==> src/rtl/mmio_bus_fabric_if.sv <==
// Load/store port and slave-side bus bundle for mmio_bus_fabric.
// Modport slave is the fabric's view; modport master is the core plus slave-device side.
interface mmio_bus_fabric_if #(
    parameter int N_SLAVES = 4,
    parameter int ADDR_W   = 32,
    parameter int DATA_W   = 32
);
    logic [ADDR_W-1:0]          m_addr;
    logic [DATA_W-1:0]          m_wdata;
    logic                       m_ren;
    logic                       m_wen;
    logic [DATA_W-1:0]          m_rdata;
    logic                       m_ready;
    logic                       m_err;
    logic [N_SLAVES-1:0]        s_sel;
    logic [ADDR_W-1:0]          s_addr;
    logic [DATA_W-1:0]          s_wdata;
    logic                       s_wen;
    logic                       s_ren;
    logic [N_SLAVES*DATA_W-1:0] s_rdata;
    logic [N_SLAVES-1:0]        s_ack;

    modport slave (
        input  m_addr, m_wdata, m_ren, m_wen, s_rdata, s_ack,
        output m_rdata, m_ready, m_err, s_sel, s_addr, s_wdata, s_wen, s_ren
    );

    modport master (
        output m_addr, m_wdata, m_ren, m_wen, s_rdata, s_ack,
        input  m_rdata, m_ready, m_err, s_sel, s_addr, s_wdata, s_wen, s_ren
    );
endinterface

==> src/rtl/mmio_bus_fabric.sv <==
// Decodes a load/store request against N base/mask windows and holds it on one slave until ack or timeout.
// Latency: 2 cycles minimum (1 for decode errors), +1 per slave wait state; master stalls until the m_ready pulse.
module mmio_bus_fabric #(
    parameter int                          N_SLAVES = 4,
    parameter int                          ADDR_W   = 32,
    parameter int                          DATA_W   = 32,
    parameter logic [N_SLAVES*ADDR_W-1:0] SLV_BASE = '0,
    parameter logic [N_SLAVES*ADDR_W-1:0] SLV_MASK = '0,
    parameter int                          TIMEOUT  = 16
) (
    input  logic                 i_clk,
    input  logic                 i_rst_n,
    mmio_bus_fabric_if.slave     bus,
    output logic [ADDR_W-1:0]    o_err_addr,
    output logic [7:0]           o_err_cnt
);
    localparam int IDX_W = (N_SLAVES > 1) ? $clog2(N_SLAVES) : 1;

    typedef enum logic [1:0] {IDLE, ACCESS, RESP} state_t;

    state_t              r_state, w_state_nxt;
    logic [IDX_W-1:0]    r_idx, w_idx_nxt;
    logic                r_rw, w_rw_nxt;
    logic [7:0]          r_cnt, w_cnt_nxt;
    logic [ADDR_W-1:0]   r_addr, w_addr_nxt;
    logic [DATA_W-1:0]   r_wdata, w_wdata_nxt;
    logic [DATA_W-1:0]   r_rdata, w_rdata_nxt;
    logic                r_ready, w_ready_nxt;
    logic                r_err, w_err_nxt;
    logic [N_SLAVES-1:0] r_sel, w_sel_nxt;
    logic                r_ren, w_ren_nxt;
    logic                r_wen, w_wen_nxt;
    logic [ADDR_W-1:0]   r_err_addr, w_err_addr_nxt;
    logic [7:0]          r_err_cnt, w_err_cnt_nxt;

    logic                w_hit;
    logic [IDX_W-1:0]    w_hit_idx;
    logic                w_ack;
    logic [DATA_W-1:0]   w_slv_rdata;
    logic [7:0]          w_err_cnt_inc;

    // Scan high to low so the lowest matching window is the one left standing.
    always_comb begin
        w_hit     = 1'b0;
        w_hit_idx = '0;
        for (int i = N_SLAVES - 1; i >= 0; i--) begin
            if ((bus.m_addr & SLV_MASK[i*ADDR_W +: ADDR_W]) == SLV_BASE[i*ADDR_W +: ADDR_W]) begin
                w_hit     = 1'b1;
                w_hit_idx = IDX_W'(i);
            end
        end
    end

    always_comb begin
        w_ack       = 1'b0;
        w_slv_rdata = '0;
        for (int i = 0; i < N_SLAVES; i++) begin
            if (r_idx == IDX_W'(i)) begin
                w_ack       = bus.s_ack[i];
                w_slv_rdata = bus.s_rdata[i*DATA_W +: DATA_W];
            end
        end
    end

    assign w_err_cnt_inc = (r_err_cnt == 8'hFF) ? r_err_cnt : r_err_cnt + 8'd1;

    always_comb begin
        w_state_nxt    = r_state;
        w_idx_nxt      = r_idx;
        w_rw_nxt       = r_rw;
        w_cnt_nxt      = r_cnt;
        w_addr_nxt     = r_addr;
        w_wdata_nxt    = r_wdata;
        w_rdata_nxt    = '0;
        w_ready_nxt    = 1'b0;
        w_err_nxt      = 1'b0;
        w_sel_nxt      = '0;
        w_ren_nxt      = 1'b0;
        w_wen_nxt      = 1'b0;
        w_err_addr_nxt = r_err_addr;
        w_err_cnt_nxt  = r_err_cnt;
        unique case (r_state)
            IDLE: begin
                if ((bus.m_ren ^ bus.m_wen) && w_hit) begin
                    w_state_nxt            = ACCESS;
                    w_idx_nxt              = w_hit_idx;
                    w_rw_nxt               = bus.m_wen;
                    w_cnt_nxt              = 8'd0;
                    w_addr_nxt             = bus.m_addr;
                    w_wdata_nxt            = bus.m_wdata;
                    w_sel_nxt[w_hit_idx]   = 1'b1;
                    w_ren_nxt              = bus.m_ren;
                    w_wen_nxt              = bus.m_wen;
                end else if (bus.m_ren || bus.m_wen) begin
                    w_state_nxt    = RESP;
                    w_ready_nxt    = 1'b1;
                    w_err_nxt      = 1'b1;
                    w_err_addr_nxt = bus.m_addr;
                    w_err_cnt_nxt  = w_err_cnt_inc;
                end
            end
            ACCESS: begin
                if (w_ack) begin
                    w_state_nxt = RESP;
                    w_ready_nxt = 1'b1;
                    w_rdata_nxt = r_rw ? '0 : w_slv_rdata;
                end else if (r_cnt == 8'(TIMEOUT - 1)) begin
                    w_state_nxt    = RESP;
                    w_ready_nxt    = 1'b1;
                    w_err_nxt      = 1'b1;
                    w_err_addr_nxt = r_addr;
                    w_err_cnt_nxt  = w_err_cnt_inc;
                end else begin
                    w_cnt_nxt = r_cnt + 8'd1;
                    w_sel_nxt = r_sel;
                    w_ren_nxt = r_ren;
                    w_wen_nxt = r_wen;
                end
            end
            RESP: begin
                w_state_nxt = IDLE;
            end
            default: begin
                w_state_nxt = IDLE;
            end
        endcase
    end

    always_ff @(posedge i_clk) begin
        if (!i_rst_n) begin
            r_state    <= IDLE;
            r_idx      <= '0;
            r_rw       <= 1'b0;
            r_cnt      <= 8'd0;
            r_addr     <= '0;
            r_wdata    <= '0;
            r_rdata    <= '0;
            r_ready    <= 1'b0;
            r_err      <= 1'b0;
            r_sel      <= '0;
            r_ren      <= 1'b0;
            r_wen      <= 1'b0;
            r_err_addr <= '0;
            r_err_cnt  <= 8'd0;
        end else begin
            r_state    <= w_state_nxt;
            r_idx      <= w_idx_nxt;
            r_rw       <= w_rw_nxt;
            r_cnt      <= w_cnt_nxt;
            r_addr     <= w_addr_nxt;
            r_wdata    <= w_wdata_nxt;
            r_rdata    <= w_rdata_nxt;
            r_ready    <= w_ready_nxt;
            r_err      <= w_err_nxt;
            r_sel      <= w_sel_nxt;
            r_ren      <= w_ren_nxt;
            r_wen      <= w_wen_nxt;
            r_err_addr <= w_err_addr_nxt;
            r_err_cnt  <= w_err_cnt_nxt;
        end
    end

    assign bus.m_rdata = r_rdata;
    assign bus.m_ready = r_ready;
    assign bus.m_err   = r_err;
    assign bus.s_sel   = r_sel;
    assign bus.s_addr  = r_addr;
    assign bus.s_wdata = r_wdata;
    assign bus.s_ren   = r_ren;
    assign bus.s_wen   = r_wen;
    assign o_err_addr  = r_err_addr;
    assign o_err_cnt   = r_err_cnt;
endmodule

==> src/flat_wrapper.sv <==
// flat-port wrapper written by rule: the top's interface ports become plain ports
module mmio_bus_fabric_flat 
#(
    parameter int                          N_SLAVES = 4,
    parameter int                          ADDR_W   = 32,
    parameter int                          DATA_W   = 32,
    parameter logic [N_SLAVES*ADDR_W-1:0] SLV_BASE = '0,
    parameter logic [N_SLAVES*ADDR_W-1:0] SLV_MASK = '0,
    parameter int                          TIMEOUT  = 16
)
  (i_clk, i_rst_n, o_err_addr, o_err_cnt, bus_m_addr, bus_m_wdata, bus_m_ren, bus_m_wen, bus_s_rdata, bus_s_ack, bus_m_rdata, bus_m_ready, bus_m_err, bus_s_sel, bus_s_addr, bus_s_wdata, bus_s_wen, bus_s_ren);
  mmio_bus_fabric_if #(.N_SLAVES(N_SLAVES), .ADDR_W(ADDR_W), .DATA_W(DATA_W)) bus_i ();
  input  logic i_clk;
  input  logic i_rst_n;
  output logic [ADDR_W-1:0] o_err_addr;
  output logic [7:0] o_err_cnt;
  input wire logic [$bits(bus_i.m_addr)-1:0] bus_m_addr;
  input wire logic [$bits(bus_i.m_wdata)-1:0] bus_m_wdata;
  input wire logic [$bits(bus_i.m_ren)-1:0] bus_m_ren;
  input wire logic [$bits(bus_i.m_wen)-1:0] bus_m_wen;
  input wire logic [$bits(bus_i.s_rdata)-1:0] bus_s_rdata;
  input wire logic [$bits(bus_i.s_ack)-1:0] bus_s_ack;
  output wire logic [$bits(bus_i.m_rdata)-1:0] bus_m_rdata;
  output wire logic [$bits(bus_i.m_ready)-1:0] bus_m_ready;
  output wire logic [$bits(bus_i.m_err)-1:0] bus_m_err;
  output wire logic [$bits(bus_i.s_sel)-1:0] bus_s_sel;
  output wire logic [$bits(bus_i.s_addr)-1:0] bus_s_addr;
  output wire logic [$bits(bus_i.s_wdata)-1:0] bus_s_wdata;
  output wire logic [$bits(bus_i.s_wen)-1:0] bus_s_wen;
  output wire logic [$bits(bus_i.s_ren)-1:0] bus_s_ren;
  assign bus_i.m_addr = bus_m_addr;
  assign bus_i.m_wdata = bus_m_wdata;
  assign bus_i.m_ren = bus_m_ren;
  assign bus_i.m_wen = bus_m_wen;
  assign bus_i.s_rdata = bus_s_rdata;
  assign bus_i.s_ack = bus_s_ack;
  assign bus_m_rdata = bus_i.m_rdata;
  assign bus_m_ready = bus_i.m_ready;
  assign bus_m_err = bus_i.m_err;
  assign bus_s_sel = bus_i.s_sel;
  assign bus_s_addr = bus_i.s_addr;
  assign bus_s_wdata = bus_i.s_wdata;
  assign bus_s_wen = bus_i.s_wen;
  assign bus_s_ren = bus_i.s_ren;
  mmio_bus_fabric #(.N_SLAVES(N_SLAVES), .ADDR_W(ADDR_W), .DATA_W(DATA_W), .SLV_BASE(SLV_BASE), .SLV_MASK(SLV_MASK), .TIMEOUT(TIMEOUT)) u_core (.i_clk(i_clk), .i_rst_n(i_rst_n), .bus(bus_i), .o_err_addr(o_err_addr), .o_err_cnt(o_err_cnt));
endmodule
==> config.mk <==
export PLATFORM = sky130hd
export DESIGN_NAME = mmio_bus_fabric_flat
export DESIGN_NICKNAME = d
export VERILOG_FILES = /design/src/rtl/mmio_bus_fabric_if.sv /design/src/rtl/mmio_bus_fabric.sv /design/src/flat_wrapper.sv
export SDC_FILE = /design/constraint.sdc
export NUM_CORES = 1
export LEC_CHECK = 0
export CAP_MARGIN = 5
export CORE_AREA = 2 2 134 136
export DETAILED_ROUTE_END_ITERATION = 10
export DIE_AREA = 0 0 136 138
export GPL_ROUTABILITY_DRIVEN = 0
export GPL_TIMING_DRIVEN = 0
export PLACE_DENSITY = 0.77
export SLEW_MARGIN = 20
export SYNTH_ARGS = -nofsm -noshare
export SYNTH_HDL_FRONTEND = slang
export SYNTH_SLANG_ARGS = --single-unit
==> constraint.sdc <==
create_clock -name i_clk -period 2.19 [get_ports i_clk]
set_input_delay 0.438 -clock i_clk [delete_from_list [all_inputs] [get_ports i_clk]]
set_output_delay 0.438 -clock i_clk [all_outputs]
set_load 0.1 [all_outputs]
## After elaboration in Yosys (flattened, before gate mapping)

Cells that the tools add are included.

| cells by class | value |
|---|---|
| add/sub/neg operators | 2 |
| equal/unequal tests | 11 |
| muxes and demuxes | 37 |
| bitwise operators | 4 |
| reductions and logical operators | 8 |

Operators by type and width:

| kind | number |
|---|---|
| $mux 32 | 4 |
| $mux 8 | 8 |
| $pmux 32 s2 | 1 |
| $pmux 8 s2 | 2 |
| $add 8x1->8 const B | 2 |
| $mux 1 | 10 |
| $eq 8x4->1 const B | 1 |
| $eq 8x8->1 const B | 1 |
| $mux 2 | 4 |
| $mux 4 | 2 |
| $pmux 1 s2 | 4 |
| $pmux 4 s2 | 1 |
| $ne 2x1->1 const B | 3 |
| $ne 2x2->1 const B | 3 |
| $ne 3x1->1 const B | 2 |
| $reduce_and 5->1 | 1 |
| $pmux 2 s2 | 1 |
| $reduce_and 2->1 | 2 |
| $reduce_and 4->1 | 1 |
| $reduce_or 4->1 | 1 |
| $not 1->1 | 3 |
| $eq 2x1->1 const B | 1 |
| $logic_not 2->1 | 1 |
| $reduce_bool 2->1 | 1 |
| other kinds (2) | 2 |

| word-level totals | value |
|---|---|
| bits in registers | 155 |
| input port bits | 200 |
| output and inout port bits | 144 |
| word-level logic and storage cells | 75 |

## Logic depth before layout (Yosys ltp)

| depth | value |
|---|---|
| depth in word-level cells | 5 |
| mapped depth | 9 |
| depth with buffers taken out | 6 |

## Worst setup path before layout

OpenSTA, ideal clock, no wires.

| path | value |
|---|---|
| path type | register -> register |
| start | register u_core.r_err_cnt[0], in the netlist u_core.o_err_cnt[0] |
| end | register u_core.r_err_cnt[2], in the netlist u_core.o_err_cnt[2] |
| library setup time | 0.104 ns |
| arrival | 1.955 ns |
| required time | 2.086 ns |
| slack | 0.131 ns |
| cell stages (with the launch flop) | 7 |
| buffers on the path | 1 |
| clock period less this slack | 2.059 ns |
| cell sequence | dfxtp_1 -> ha_1 -> nand3_1 -> o22ai_1 -> buf_2 -> o311ai_0 -> o41ai_1 |

| between the ends | value |
|---|---|
| word-level cells in the longest chain between the ends | 5 |
| elaborated cells on any way between the ends | 8 |
| classes of those cells | add/sub (1); eq/ne (1); mux (6) |

RTL lines:

| what | RTL line | text |
|---|---|---|
| start, declared | mmio_bus_fabric.sv:34 | `logic [7:0] r_err_cnt, w_err_cnt_nxt;` |
| start signal, assigned | mmio_bus_fabric.sv:159 | `r_err_cnt <= w_err_cnt_nxt;` |
| $add 8x1->8 / $eq 8x8->1 (equally long branches) | mmio_bus_fabric.sv:65 | `assign w_err_cnt_inc = (r_err_cnt == 8'hFF) ? r_err_cnt : r_err_cnt + 8'd1;` |
| $mux 8 (*) | mmio_bus_fabric.sv:65 |  |
| $mux 8 (on tied branches) | mmio_bus_fabric.sv:107, mmio_bus_fabric.sv:94 |  |
| $mux 8 (on tied branches) | mmio_bus_fabric.sv:103, mmio_bus_fabric.sv:84 |  |
| $pmux 8 s2 (*) | mmio_bus_fabric.sv:82 | `unique case (r_state)` |

Every way passes the cells marked *; elsewhere a longest branch is shown, timed or not. The select of a mux whose other input is x is not followed.
A chain may end at the register's enable or synchronous reset.

## Final worst setup path

| path | value |
|---|---|
| start | register u_core.r_addr[26], in the netlist u_core.bus.s_addr[26] |
| end | output bus_s_addr[26] |

RTL lines:

| what | RTL line | text |
|---|---|---|
| start, declared | mmio_bus_fabric.sv:25 | `logic [ADDR_W-1:0] r_addr, w_addr_nxt;` |
| start signal, assigned | mmio_bus_fabric.sv:150 | `r_addr <= w_addr_nxt;` |
| end, declared | flat_wrapper.sv:27 | `output wire logic [$bits(bus_i.s_addr)-1:0] bus_s_addr;` |

No word-level cell between the ends.

==> impl_metrics.toml <==
[detailed_routing]
top_layer_used = "met4"
dr_wl_met2_mm = 8.74
wl_met3_mm = 1.35
first_pass_iters = 7
met1_length_mm = 7.49
avgRoutedWirePerCell_um = 15.8
drt-initial-drc-count = 206
drt-total-wl_mm = 18.0
ant_nets = 0
route.detailed.drc = 0
vias_per_cell = 4.78
vias = 5469

[floorplan]
core_um2 = 17500
die_area_um2 = 18800
initial_core_util = 0.328
die_h_um = 138
io_pins = 344
fp.dieW_um = 136
rows = 49

[clock_tree]
cts_buffers = 17
clkLatencyLatePin_ns = 0.42
cts_sinks = 152
root_buffer = "clkbuf_16"
htree_levels = 4
post_cts_buffers = 0
cts.clk_slew.worst_paths_ns = 0.06
cts_tree = "yes"
cts_buffer_depth = 2

[sta]
setup_violations = 0
finClkSkew_ns = 0.00631
hold_slack_ns = 0.446
worst_slew_pin_slew_ns = 1.06
finalMaxSlewViolations = 0
fmax_mhz = 472
max_slew_margin = 0.298
fin_crit_ns = 2.12
post-route-period-util = 0.967
rsz0062_at_grt = "no"
layout_setup_ws_ns = 0.0730
hold_viol_final = 0

[worst_setup_path]
critPathLaunchType = "register"
path_cells = "dlygate4sd2_1"
slowest_stage = "dlygate4sd2_1"
crit_family = "buffers and inverters"
critPathKind = "reg2out"
crit_buf_inv = 1
crit_required_ns = 1.75
cp_slowest_stage_delay_ns = 0.91
end_kind = "output pin"
cp_max_fo = 3
arrival_ns = 1.68

[finish]
nNetsFinal = 1108
area_delta_synth_final_pct = 56.0
drive_gt1_frac = 0.0918
antenna_cells = 0
final_cells = 1144

[pwr]
intPower_uw = 5460
peakVddDrop_v = 0.000537
pwr-share-comb = 0.337
seqPwrFrac = 0.341
power_frac_clock = 0.321
powerDensity_nw_per_um2 = 1030
p_switching_uw = 3730
leakagePower_uw = 0.00410
p_sw_frac = 0.406

[place]
port_buffers = 240
place_inst = 1112
dpl.hpwl_mm = 13.2
detailedPlace.worstSlack_ns = -0.982

[yosys]
synth_area_um2 = 5750
synth_edf_count = 0
async_flop_share = 0
ys_seq_elements = 152
yosysSeqAreaShare = 0.530
synth_most_common_cell = "dfxtp_1"
synth_cell_types = 42
ys_top_cells_by_count = "dfxtp_1 (152), nand2_1 (142), a21oi_1 (108)"
synth_flop_cell = "dfxtp_1"
synthDominantCellAreaShare = 0.530
synth_cells = 641
synth_top_cell_by_area = "dfxtp_1"
postSynthAreaPerCell_um2 = 8.97
synth_area_leaders = "dfxtp_1 (53%), a21oi_1 (9.4%), nand2_1 (9.3%), mux2i_1 (6.3%), a211oi_1 (4.4%)"
ys_warn_count = 0

[global_routing]
grt_max_degree = 17
grt_util_all_layers = 0.191
grt_pass1_vias = 5235
grt_pass1_wl_mm = 27.9
gr-total-overflow = 0
antenna_found_initial = 0

[run_status]
status = "finished, final reports clean"

[min_path]
worstHoldPathType = "in2reg"

[flow_run]
drv_cap = 0
[stage by stage]
step	TNS [ns]	utilization	total power (µW)	instance area [µm²]
global route	0	0.511	9570	8960
finish	0	0.511	9190	8960
floorplan	0	-	5520	5750
CTS	0	0.509	9250	8930
detailed placement	-79.63	0.482	6410	8440
global placement	-78.16	0.482	6390	8440
[final cells by class]
class,instances,area (µm²)
buffer,51,279
multi-input combinational,434,2520
fill,1719,8570
tap,229,287
sequential,152,3040
timing repair buffer,240,2220
clock inverter,13,146
clock buffer,19,453
inverter,6,22.5
[what timing repair did]
item / 4_1_cts / 5_1_grt
setup endpoints to repair: 223 / 67
pin swaps: 0 / 0
resized for setup: 164 / 16
hold buffers: 0 / 0
[final timing paths]
check / start / to / slack (ns) / cells past startpoint
hold reg to reg: u_core.bus.s_wdata[16]$_SDFFE_PN0P_ / u_core.bus.s_wdata[16]$_SDFFE_PN0P_ / 0.45 / 2
setup reg to reg: u_core.r_cnt[0]$_SDFFE_PN0P_ / u_core.o_err_addr[16]$_SDFFE_PN0P_ / 0.20 / 7
hold / removal: i_rst_n / u_core.o_err_cnt[5]$_SDFFE_PN0P_ / 0.45 / 3
setup / recovery: u_core.bus.s_addr[26]$_SDFFE_PN0P_ / bus_s_addr[26] / 0.07 / 1
[layer usage]
metal / GRT usage / up-vias
met5: 0 / -
met4: 0.0746 / 0
met3: 0.0645 / 31
met2: 0.322 / 182
met1: 0.223 / 2548
li1: - / 2708
[layout by cell type, fill, tap and decap left out, drive strengths merged, types with 3 or more instances in the layout]
master         count
buf               24
nand2            142
clkdlybuf4s50     97
or4                3
nor3b              3
inv                7
conb               3
a21oi            108
clkbuf            49
nand3              5
ha                 6
and2              34
nand2b             4
a211oi            34
mux2i             36
nor2              12
nor4               4
clkinv             8
dfxtp            152
nor3               4
dlygate4sd2      137
or3                5
o21ai             10
[state kept, by name, indices dropped and copies added, names as in the netlist]
register            count
u_core.bus.m_rdata     32
u_core.bus.s_addr      32
u_core.bus.s_wdata     32
u_core.o_err_addr      32
u_core.o_err_cnt        8
u_core.r_cnt            8
u_core.r_state          2
u_core.bus.m_err        1
u_core.bus.m_ready      1
u_core.bus.s_ren        1
u_core.bus.s_sel        1
u_core.bus.s_wen        1
u_core.r_rw             1
[cells by family (layout without fill, tap and decap cells)]
family,count (synthesis),in the layout,share of synthesized area
AOI/OAI and AO/OA,165,165,0.168
xor gates and xnor gates,1,1,0.00152
adders and majority gates,6,6,0.0131
buffers and inverters,57,329,0.0459
DFF,152,152,0.530
muxes,36,36,0.0627
other,1,3,0.000653
and+or+nand+nor,223,223,0.179
[power by group through the flow]
stage	clock network [µW]	logic (µW)	registers, µW
2_1_floorplan	0	711	4810
3_3_place_gp	0	3200	3190
3_5_place_dp	0	3210	3200
4_1_cts	3020	3090	3140
5_1_grt	3150	3250	3160
6_report	2950	3100	3140
(Power assumes the default switching activity.)
